===== src/rtl/pmem_arbiter_pkg.sv =====
// Shared types for the I/D cache physical-memory arbiter.
// Holds the arbiter state encoding, the round-robin grant marker and default widths.
package pmem_arbiter_pkg;

  localparam int PMEM_ADDR_W = 32;
  localparam int PMEM_LINE_W = 256;

  typedef enum logic [1:0] {
    IDLE,
    SERVE_I,
    SERVE_D
  } arb_state_t;

  typedef enum logic {
    GRANT_I,
    GRANT_D
  } arb_grant_t;

endpackage


===== src/rtl/pmem_arbiter.sv =====
// Round-robin arbiter sharing one cacheline-adaptor port between the I-cache and D-cache.
// One transfer at a time; memory sees only captured registers while a transfer is in flight.
module pmem_arbiter
  import pmem_arbiter_pkg::*;
#(
  parameter int ADDR_W = PMEM_ADDR_W,
  parameter int LINE_W = PMEM_LINE_W
) (
  input  logic              clk,
  input  logic              rst_n,
  input  logic              i_pmem_read,
  input  logic [ADDR_W-1:0] i_pmem_address,
  output logic [LINE_W-1:0] i_pmem_rdata,
  output logic              i_pmem_resp,
  input  logic              d_pmem_read,
  input  logic              d_pmem_write,
  input  logic [ADDR_W-1:0] d_pmem_address,
  input  logic [LINE_W-1:0] d_pmem_wdata,
  output logic [LINE_W-1:0] d_pmem_rdata,
  output logic              d_pmem_resp,
  output logic              pmem_read,
  output logic              pmem_write,
  output logic [ADDR_W-1:0] pmem_address,
  output logic [LINE_W-1:0] pmem_wdata,
  input  logic [LINE_W-1:0] pmem_rdata,
  input  logic              pmem_resp
);

  arb_state_t  state_q, state_d;
  arb_grant_t  last_grant_q, last_grant_d;
  logic [ADDR_W-1:0] addr_q, addr_d;
  logic [LINE_W-1:0] wdata_q, wdata_d;
  logic read_q, read_d;
  logic write_q, write_d;
  logic i_req, d_req;

  assign i_req = i_pmem_read;
  assign d_req = d_pmem_read | d_pmem_write;

  always_comb begin
    state_d      = state_q;
    last_grant_d = last_grant_q;
    addr_d       = addr_q;
    wdata_d      = wdata_q;
    read_d       = read_q;
    write_d      = write_q;
    i_pmem_resp  = 1'b0;
    d_pmem_resp  = 1'b0;
    unique case (state_q)
      IDLE: begin
        // I wins when alone, or on a tie when D had the previous grant.
        if (i_req && (!d_req || last_grant_q == GRANT_D)) begin
          addr_d       = i_pmem_address;
          read_d       = 1'b1;
          write_d      = 1'b0;
          last_grant_d = GRANT_I;
          state_d      = SERVE_I;
        end else if (d_req) begin
          addr_d       = d_pmem_address;
          wdata_d      = d_pmem_wdata;
          write_d      = d_pmem_write;
          read_d       = ~d_pmem_write;
          last_grant_d = GRANT_D;
          state_d      = SERVE_D;
        end
      end
      SERVE_I: begin
        if (pmem_resp) begin
          i_pmem_resp = 1'b1;
          read_d      = 1'b0;
          write_d     = 1'b0;
          state_d     = IDLE;
        end
      end
      SERVE_D: begin
        if (pmem_resp) begin
          d_pmem_resp = 1'b1;
          read_d      = 1'b0;
          write_d     = 1'b0;
          state_d     = IDLE;
        end
      end
      default: begin
        read_d  = 1'b0;
        write_d = 1'b0;
        state_d = IDLE;
      end
    endcase
  end

  always_ff @(posedge clk or negedge rst_n) begin
    if (!rst_n) begin
      state_q      <= IDLE;
      last_grant_q <= GRANT_D;
      addr_q       <= '0;
      wdata_q      <= '0;
      read_q       <= 1'b0;
      write_q      <= 1'b0;
    end else begin
      state_q      <= state_d;
      last_grant_q <= last_grant_d;
      addr_q       <= addr_d;
      wdata_q      <= wdata_d;
      read_q       <= read_d;
      write_q      <= write_d;
    end
  end

  assign pmem_read    = read_q;
  assign pmem_write   = write_q;
  assign pmem_address = addr_q;
  assign pmem_wdata   = wdata_q;
  assign i_pmem_rdata = pmem_rdata;
  assign d_pmem_rdata = pmem_rdata;

  // A D-cache read and writeback together is a controller bug; the write is served.
  a_no_d_read_write : assert property (@(posedge clk) disable iff (!rst_n)
    (state_q == IDLE) |-> !(d_pmem_read && d_pmem_write));

endmodule


===== config.mk =====
export PLATFORM = sky130hd
export DESIGN_NAME = pmem_arbiter
export DESIGN_NICKNAME = d
export VERILOG_FILES = /design/src/rtl/pmem_arbiter_pkg.sv /design/src/rtl/pmem_arbiter.sv
export SDC_FILE = /design/constraint.sdc
export NUM_CORES = 1
export LEC_CHECK = 0
export ABC_AREA = 1
export CAP_MARGIN = 20
export CORE_AREA = 2 2 537 539
export DETAILED_ROUTE_END_ITERATION = 10
export DIE_AREA = 0 0 539 541
export HOLD_SLACK_MARGIN = 0.02
export PLACE_DENSITY = 0.3
export SETUP_SLACK_MARGIN = 0.2
export SLEW_MARGIN = 20
export SYNTH_ARGS = -nofsm -noshare
export SYNTH_HDL_FRONTEND = slang
export SYNTH_SLANG_ARGS = --single-unit

===== constraint.sdc =====
create_clock -name clk -period 3.5 [get_ports clk]
set_clock_uncertainty 0.05 [all_clocks]
set_input_delay 0.7 -clock clk [delete_from_list [all_inputs] [get_ports clk]]
set_output_delay 0.7 -clock clk [all_outputs]
set_load 0.1 [all_outputs]

# == Word level (Yosys, flattened, before mapping) ==
# Index checks and enable logic that the tools add are counted.
# op_classes
n_eq_ne,4
mux,18
bitwise_logic,3
n_reduce_logical,9
# ops
operator,n
32-bit two-way mux,2
1-bit two-way mux,10
2-bit two-way mux,3
1-bit one-hot mux with 2 select lines,2
2-bit one-hot mux with 2 select lines,1
2-bit AND reduction,2
"3-bit != test, second input constant",1
3-bit AND reduction,1
"2-bit by 1-bit == test with 1-bit output, second input constant",1
"2-bit == test, second input constant",1
2-bit logical NOT,1
"2-bit by 1-bit != test with 1-bit output, second input constant",1
1-bit inverter,2
2-bit nonzero test,1
2-bit OR reduction,1
1-bit logical AND,1
1-bit logical NOT,1
1-bit logical OR,1
1-bit OR,1
# totals
ff_bits,293
input_bits,582
output_inout_bits,804
elab_cells,40

# == Longest topological paths before layout ==
# Gate-level depths: netlist (run 1).
# logic_depth
ltp_word,6
depth_mapped,8
ltp_nobuf,8

# == Worst setup path after synthesis (run 1) ==
# Ideal clock, no wire load.
# synth_timing
kind,in2out
start,input port pmem_resp
end,output port d_pmem_resp
t_arrival_ns,1.322
required_ns,2.750
slack_ns,1.428
path_stages,2
path_buffers,0
cell_sequence,nand2_1 > inv_1
# synth_via
elab_chain_len,2
# synth_rtl
item,line_no,text
"start, declared",pmem_arbiter.sv:26,input logic pmem_resp
1-bit two-way mux,pmem_arbiter.sv:76,if (pmem_resp) begin
1-bit two-way mux,pmem_arbiter.sv:49,unique case (state_q)
"end, declared",pmem_arbiter.sv:20,"output logic d_pmem_resp,"
# No other way between the ends.

# == Worst setup path after layout (run 1) ==
# layout_timing
start,register wdata_q[124] (netlist: pmem_wdata[124])
end,output port pmem_wdata[124]
# layout_lines
item,line_no,text
"start, declared",pmem_arbiter.sv:32,"logic [LINE_W-1:0] wdata_q, wdata_d;"
"start signal, assigned",pmem_arbiter.sv:103,wdata_q <= wdata_d;
"end, declared",pmem_arbiter.sv:24,"output logic [LINE_W-1:0] pmem_wdata,"
# No word-level cell between the ends.

==> results of run 1 <==
==> stage by stage <==
stage / instance area (µm²) / worst slack (ns)
global route: 24100 / 0.434
CTS: 24100 / 0.405
detailed placement: 22400 / 0.641
global placement: 22400 / 0.642
floorplan: 15900 / 1.43
finish: 24100 / 0.525
==> report_power, final <==
group | switching [mW] | internal [mW]
clock network | 2.15 | 2.97
registers | 1.17 | 5.10
logic | 19.0 | 3.96
==> layer usage <==
layer  global-route usage, %  up-vias  part of all wire, %
met5                   0.164        -                0.039
met4                    5.36        4                  5.9
met3                    8.85      421                   20
met2                    14.8     1048                   43
met1                    8.57     6192                   31
li1                        -     5753                    -
==> layout make-up <==
cell class / instances / area, µm² / area share (%)
well taps: 3781 / 4730 / 19.6
flip-flops and latches: 293 / 7330 / 30.5
multi-input cells: 958 / 4070 / 16.9
clock inverters: 19 / 224 / 0.930
diodes: 5 / 12.5 / 0.0520
clock buffers: 68 / 1390 / 5.76
inverters: 72 / 270 / 1.12
repair buffers: 658 / 6050 / 25.1
==> state kept, by name, indices dropped and copies added (netlist names) <==
signal	count
pmem_read	1
pmem_address	32
state_q	2
pmem_wdata	256
pmem_write	1
last_grant_q	1
==> tightest hold or removal path, cell delays in order <==
cell and delay, ns:
sky130_fd_sc_hd__buf_4 0.14, sky130_fd_sc_hd__nand3_1 0.08, sky130_fd_sc_hd__nand3_1 0.08, sky130_fd_sc_hd__nand2_1 0.05
==> logic make-up after synthesis <==
kind of cell / share of synthesized area (%)
flip-flops: 46.0
buffers and inverters: 28.7
adder cells (fa/ha/maj): 0.235
AO/OA/AOI/OAI: 0.188
AND/OR/NAND/NOR: 24.9
==> Yosys cell counts, types with 2 or more instances <==
| cell type | count |
|---|---|
| sky130_fd_sc_hd__buf_2 | 52 |
| sky130_fd_sc_hd__ha_1 | 3 |
| sky130_fd_sc_hd__buf_1 | 22 |
| sky130_fd_sc_hd__nand2_1 | 626 |
| sky130_fd_sc_hd__dfrtp_1 | 292 |
| sky130_fd_sc_hd__nor2_1 | 3 |
| sky130_fd_sc_hd__inv_1 | 71 |
| sky130_fd_sc_hd__o21ai_0 | 2 |
| sky130_fd_sc_hd__nand3_1 | 322 |
| sky130_fd_sc_hd__buf_4 | 515 |
| sky130_fd_sc_hd__clkbuf_1 | 25 |
==> worst paths after layout <==
check                                start                to  slack, ns  cells after the start
setup / recovery           pmem_wdata[124]   pmem_wdata[124]       0.53                      1
hold / removal                 i_pmem_read  pmem_address[10]       0.35                      4
setup reg to reg                state_q[0]   pmem_wdata[133]       1.37                      7
hold reg to reg            pmem_wdata[143]   pmem_wdata[143]       0.42                      2
max in group asynchronous            rst_n  pmem_address[30]       1.88                      3
min in group asynchronous            rst_n   pmem_wdata[195]       0.48                      2
==> metrics.yaml, run 1 <==
outcome:
  run_status: "finished, final reports clean"
yosys:
  synthCells: 1937
  syn_nets: 2522
  yosys_register_bits: 293
  synth.lib_cells_used.distinct: 15
  synth_top_area_cell: "sky130_fd_sc_hd__dfrtp_1"
  synth_top_area_share_pct: 45.8
  asr_flop_ratio_synth_pct: 100
  ys_seq_area_share_pct: 46.0
  syn-mean-instance-area_um2: 8.23
  mappedNetlistArea_mm2: 0.0159
  netlist_top_cells_area: "sky130_fd_sc_hd__dfrtp_1 (46%), sky130_fd_sc_hd__buf_4 (24%), sky130_fd_sc_hd__nand2_1 (15%)"
  syn_warnings: 0
  synth-edff-count: 0
  synth_flop_cell: "sky130_fd_sc_hd__dfrtp_1"
finish:
  final_nets: 2615
  leading_cell_type_in_the_layout_fill_and_taps_excluded: "sky130_fd_sc_hd__nand2_1"
  layout.cells.most_common_list: "sky130_fd_sc_hd__nand2_1 (623), sky130_fd_sc_hd__clkdlybuf4s50_1 (364), sky130_fd_sc_hd__nand3_1 (322), sky130_fd_sc_hd__dfrtp_1 (292), sky130_fd_sc_hd__buf_4 (271)"
  fill_cells: 33500
  layout.core_utilization_pct: 8.41
  area_growth_syn_to_layout_pct: 51.0
  drive_gt1_share_pct: 18.3
  finalNonFillerCells: 5854
placed_design:
  dp_cells: 5761
  post-dp-hpwl_um: 125000
  buffer_ports.inserted: 617
  globalplace.congestion: 0.766
sta:
  fin_crit_ns: 2.97
  final_hold_viol_count: 0
  final_hold_slack_ns: 0.353
  fmax_mhz: 336
  min_period_over_period_pct: 85.0
  grt_setup_unrepaired: "no"
  setup-violations-final: 0
  timing_worst_slew_pin_value_ns: 0.997
  finalMaxSlewViolations: 0
  slew-limit-headroom_pct: 33.3
  final.setup.tns_ns: 0
cts:
  worst_skew_pair.late_latency_ns: 0.68
  ctsRootBufferMaster: "sky130_fd_sc_hd__clkbuf_16"
  cts_hold_repair.buffers: 1
  cts_resized: 0
  cts.sinks: 293
  worst_setup_hold_path_clk_slew_ns: 0.06
  tritoncts: "built"
  max-clock-path-buffers: 3
  cts_setup_buffers: 0
  tritoncts.num_buffers: 47
  cts_max_level: 2
detailed_routing:
  route.detailed.vias_per_inst: 2.29
  drc: 0
  finalWirelength_um: 146000
  via_count: 13400
  ant_nets: 0
  wire_length_per_cell_after_detailed_routing_um: 25.0
  first_iter_violations: 742
  drt_pre_antenna_iters: 5
min_path:
  hold_path_class: "input port to flip-flop"
critical_path:
  worstSetupStartpointType: "flip-flop"
  critical_path_buf_inv_count: 1
  timing.critical_path.to_type: "output pin"
  critical_path_arrival_ns: 2.22
  cp_cell_sequence: "clkdlybuf4s50_1"
  crit_path_max_incr_delay_ns: 1.15
  timing.critical_path.slowest_stage_cell: "sky130_fd_sc_hd__clkdlybuf4s50_1"
  worstPathRequired_ns: 2.75
  cp_top_family: "buffers and inverters"
  path_max_fanout: 2
  setup.worst_path.class: "flip-flop to output pin"
die:
  initial_utilization_pct: 5.57
  core_mm2: 0.286
  boundaryPins: 1386
  die_width_um: 539
  design.die.area_mm2: 0.292
  rows: 197
  die_h_um: 541
power:
  post-layout-total-power_mw: 34.4
  worst_voltage_drop_across_the_vdd_grid_mv: 0.516
  power.density_mw_per_mm2: 1430
  power.leakage_nw: 10.4
global_route:
  number_of_global_route_vias_before_repair: 14000
  grt_usage_pct: 9.72
  wire_length_of_the_first_global_routing_pass_um: 179000
  largest_net_degree_at_the_start_of_global_routing: 83
  grt.overflow.total: 0
  grt_antenna_before_repair: 50
run:
  cap_viol_max_count: 0
Power figures use the tool's default switching activity.
==> run 2: changes to the inputs <==
CORE_AREA = 2 2 545 547   (was 2 2 537 539)
DIE_AREA = 0 0 547 549   (was 0 0 539 541)
clock period = 2.82 ns   (was 3.5 ns; I/O delays follow)
==> run 2 against run 1 <==
First-iteration DRC count fell by 0.13%; sequential cell count did not move; worst setup slack got worse by 0.042 ns; critical endpoint is now pmem_address[5]; largest cell class unchanged; largest power group unchanged.
==> metrics.yaml, run 2 (same netlist as run 1, synthesis figures left out) <==
sta:
  fin_crit_ns: 2.34
  final_hold_viol_count: 0  # unchanged
  final_hold_slack_ns: 0.328  # -0.0245 ns
  slew-limit-headroom_pct: 44.2  # +11 points
  grt_setup_unrepaired: "no"
  min_period_over_period_pct: 82.9
  finalMaxSlewViolations: 0  # unchanged
  fmax_mhz: 428
  timing_worst_slew_pin_value_ns: 0.843  # -0.154 ns
  setup-violations-final: 0  # unchanged
  final.setup.tns_ns: 0  # unchanged
placed_design:
  dp_cells: 5924  # +2.8%
  post-dp-hpwl_um: 134000  # +6.7%
  postPlaceCellArea_mm2: 0.0227  # +0.97%
  globalplace.congestion: 0.747  # -2.6%
  buffer_ports.inserted: 617  # unchanged
finish:
  drive_gt1_share_pct: 20.3  # +2.0 points
  fill_cells: 34500  # +3.0%
  finalNonFillerCells: 6023  # +2.9%
  final_nets: 2619  # +0.15%
  register_area_mm2: 0.00733  # unchanged
  area_growth_syn_to_layout_pct: 52.0
  layout.cells.most_common_list: "sky130_fd_sc_hd__nand2_1 (623), sky130_fd_sc_hd__clkdlybuf4s50_1 (323), sky130_fd_sc_hd__nand3_1 (322), sky130_fd_sc_hd__buf_4 (313), sky130_fd_sc_hd__dfrtp_1 (292)"
  multi_input_area_mm2: 0.00408  # +0.12%
  finished_cell_area_mm2: 0.0242  # +0.67%
  largest_register_ffs: 256  # unchanged
  leading_cell_type_in_the_layout_fill_and_taps_excluded: "sky130_fd_sc_hd__nand2_1"
cts:
  cts.sinks: 293  # unchanged
  ctsRootBufferMaster: "sky130_fd_sc_hd__clkbuf_16"
  max-clock-path-buffers: 3  # unchanged
  tritoncts: "built"
  cts_max_level: 2  # unchanged
  worst_setup_hold_path_clk_slew_ns: 0.05  # about the same
  worst_skew_pair.late_latency_ns: 0.68  # about the same
  tritoncts.num_buffers: 46  # -2.1%
  cts_resized: 0  # unchanged
power:
  worst_voltage_drop_across_the_vdd_grid_mv: 0.899  # +74%
  internal_power_mw: 14.7  # +22%
  p_seq_share_pct: 18.2  # about the same
  power.leakage_nw: 10.5  # +0.64%
  power.density_mw_per_mm2: 1730  # +22%
  switchingPower_mw: 27.3  # +22%
  clock_power_share_pct: 14.4  # -0.5 points
  switching_share_pct: 65.0  # about the same
  share_comb_of_total_power_pct: 67.4  # +0.5 points
detailed_routing:
  drc: 0  # unchanged
  via_count: 13600  # +1.5%
  finalWirelength_um: 154000  # +4.9%
  wire_length_per_cell_after_detailed_routing_um: 25.5  # +1.9%
  ant_nets: 0  # unchanged
  drt_pre_antenna_iters: 5  # unchanged
  route.detailed.vias_per_inst: 2.26  # -1.4%
  first_iter_violations: 741  # -0.13%
global_route:
  number_of_global_route_vias_before_repair: 14000  # +0.34%
  largest_net_degree_at_the_start_of_global_routing: 86  # +3.6%
  grt.overflow.total: 0  # unchanged
  grt_usage_pct: 9.90  # +0.19 points
  wire_length_of_the_first_global_routing_pass_um: 187000  # +4.1%
  grt_antenna_before_repair: 108  # +120%
critical_path:
  critical_path_arrival_ns: 1.72  # -0.50 ns
  cp_top_family: "buffers and inverters"
  path_max_fanout: 2  # unchanged
  timing.critical_path.to_type: "output pin"
  setup.worst_path.class: "flip-flop to output pin"
  worstSetupStartpointType: "flip-flop"
  cp_cell_sequence: "buf_2"
  worstPathRequired_ns: 2.21  # -0.54 ns
  critical_path_buf_inv_count: 1  # unchanged
  timing.critical_path.slowest_stage_cell: "sky130_fd_sc_hd__buf_2"
  crit_path_max_incr_delay_ns: 0.63  # -0.52 ns
die:
  die_width_um: 547  # +1.5%
  boundaryPins: 1386  # unchanged
  core_mm2: 0.295  # +3.0%
  initial_utilization_pct: 5.41  # -0.16 points
  die_h_um: 549  # +1.5%
  rows: 200  # +1.5%
  design.die.area_mm2: 0.300  # +3.0%
outcome:
  run_status: "finished, final reports clean"
run:
  cap_viol_max_count: 0  # unchanged
min_path:
  hold_path_class: "input port to flip-flop"
-- run 2: changes by cell type in the layout (fill, tap and decap cells not counted), sizes merged --
cell	delta
bufinv	+1
inv	+2
clkdlybuf4s50	-41
diode	+12
clkinv	+1
buf	+46
clkinvlp	-2
clkbuf	-8
-- run 2: tightest hold or removal path: stages --
cell                      delay (ns)
sky130_fd_sc_hd__buf_4          0.17
sky130_fd_sc_hd__nand3_1        0.10
sky130_fd_sc_hd__nand3_1        0.10
sky130_fd_sc_hd__nand2_1        0.07
-- run 2: what timing repair did --
action	4_1_cts	5_1_grt
setup buffers	0	0
hold buffers	1	0
hold endpoints to repair	36	0
-- run 2: path summary, 6_finish.rpt --
check,start,depth (start not counted),slack [ns],endpoint
max,pmem_address[5],1,0.48,pmem_address[5]
min,i_pmem_read,4,0.33,pmem_address[0]
max reg2reg,state_q[0],7,0.69,pmem_wdata[51]
min reg2reg,pmem_wdata[0],2,0.42,pmem_wdata[0]
max in group asynchronous,rst_n,3,1.53,pmem_wdata[22]
min in group asynchronous,rst_n,2,0.41,pmem_wdata[199]
-- run 2: through the flow --
stage	util, %	setup slack, ns	power (mW)
finish	8.22	0.483	42.0
global placement	7.68	0.209	36.7
global route	8.20	0.330	44.7
detailed placement	7.68	0.209	36.8
CTS	8.20	0.348	43.3
floorplan	-	1.00	29.9
-- run 2: power groups by stage --
stage | combinational, mW | clock [mW] | sequential, mW
after floorplan | 7.71 | 0 | 22.1
after CTS | 29.1 | 6.50 | 7.68
final | 28.3 | 6.07 | 7.63
after global placement | 29.1 | 0 | 7.68
after global routing | 30.2 | 6.57 | 7.91
after detailed placement | 29.1 | 0 | 7.72
-- run 2: layout make-up --
| class | instances | share of cell area, % |
|---|---|---|
| timing repair buffer | 663 | 25.0 |
| clock buffer | 60 | 5.21 |
| tap | 3939 | 20.3 |
| sequential | 293 | 30.3 |
| clock inverter | 21 | 1.07 |
| antenna | 17 | 0.176 |
| multi-input combinational | 958 | 16.8 |
| inverter | 72 | 1.11 |
-- run 2: metal layers --
metal	part of all wire (%)	global-route usage, %	vias to the layer above	wire, µm
met1	33	9.31	6150	50400
met5	0.20	0.712	-	306
li1	-	-	5762	-
met3	20	8.98	525	30900
met4	6.1	5.26	10	9370
met2	41	14.4	1167	62600
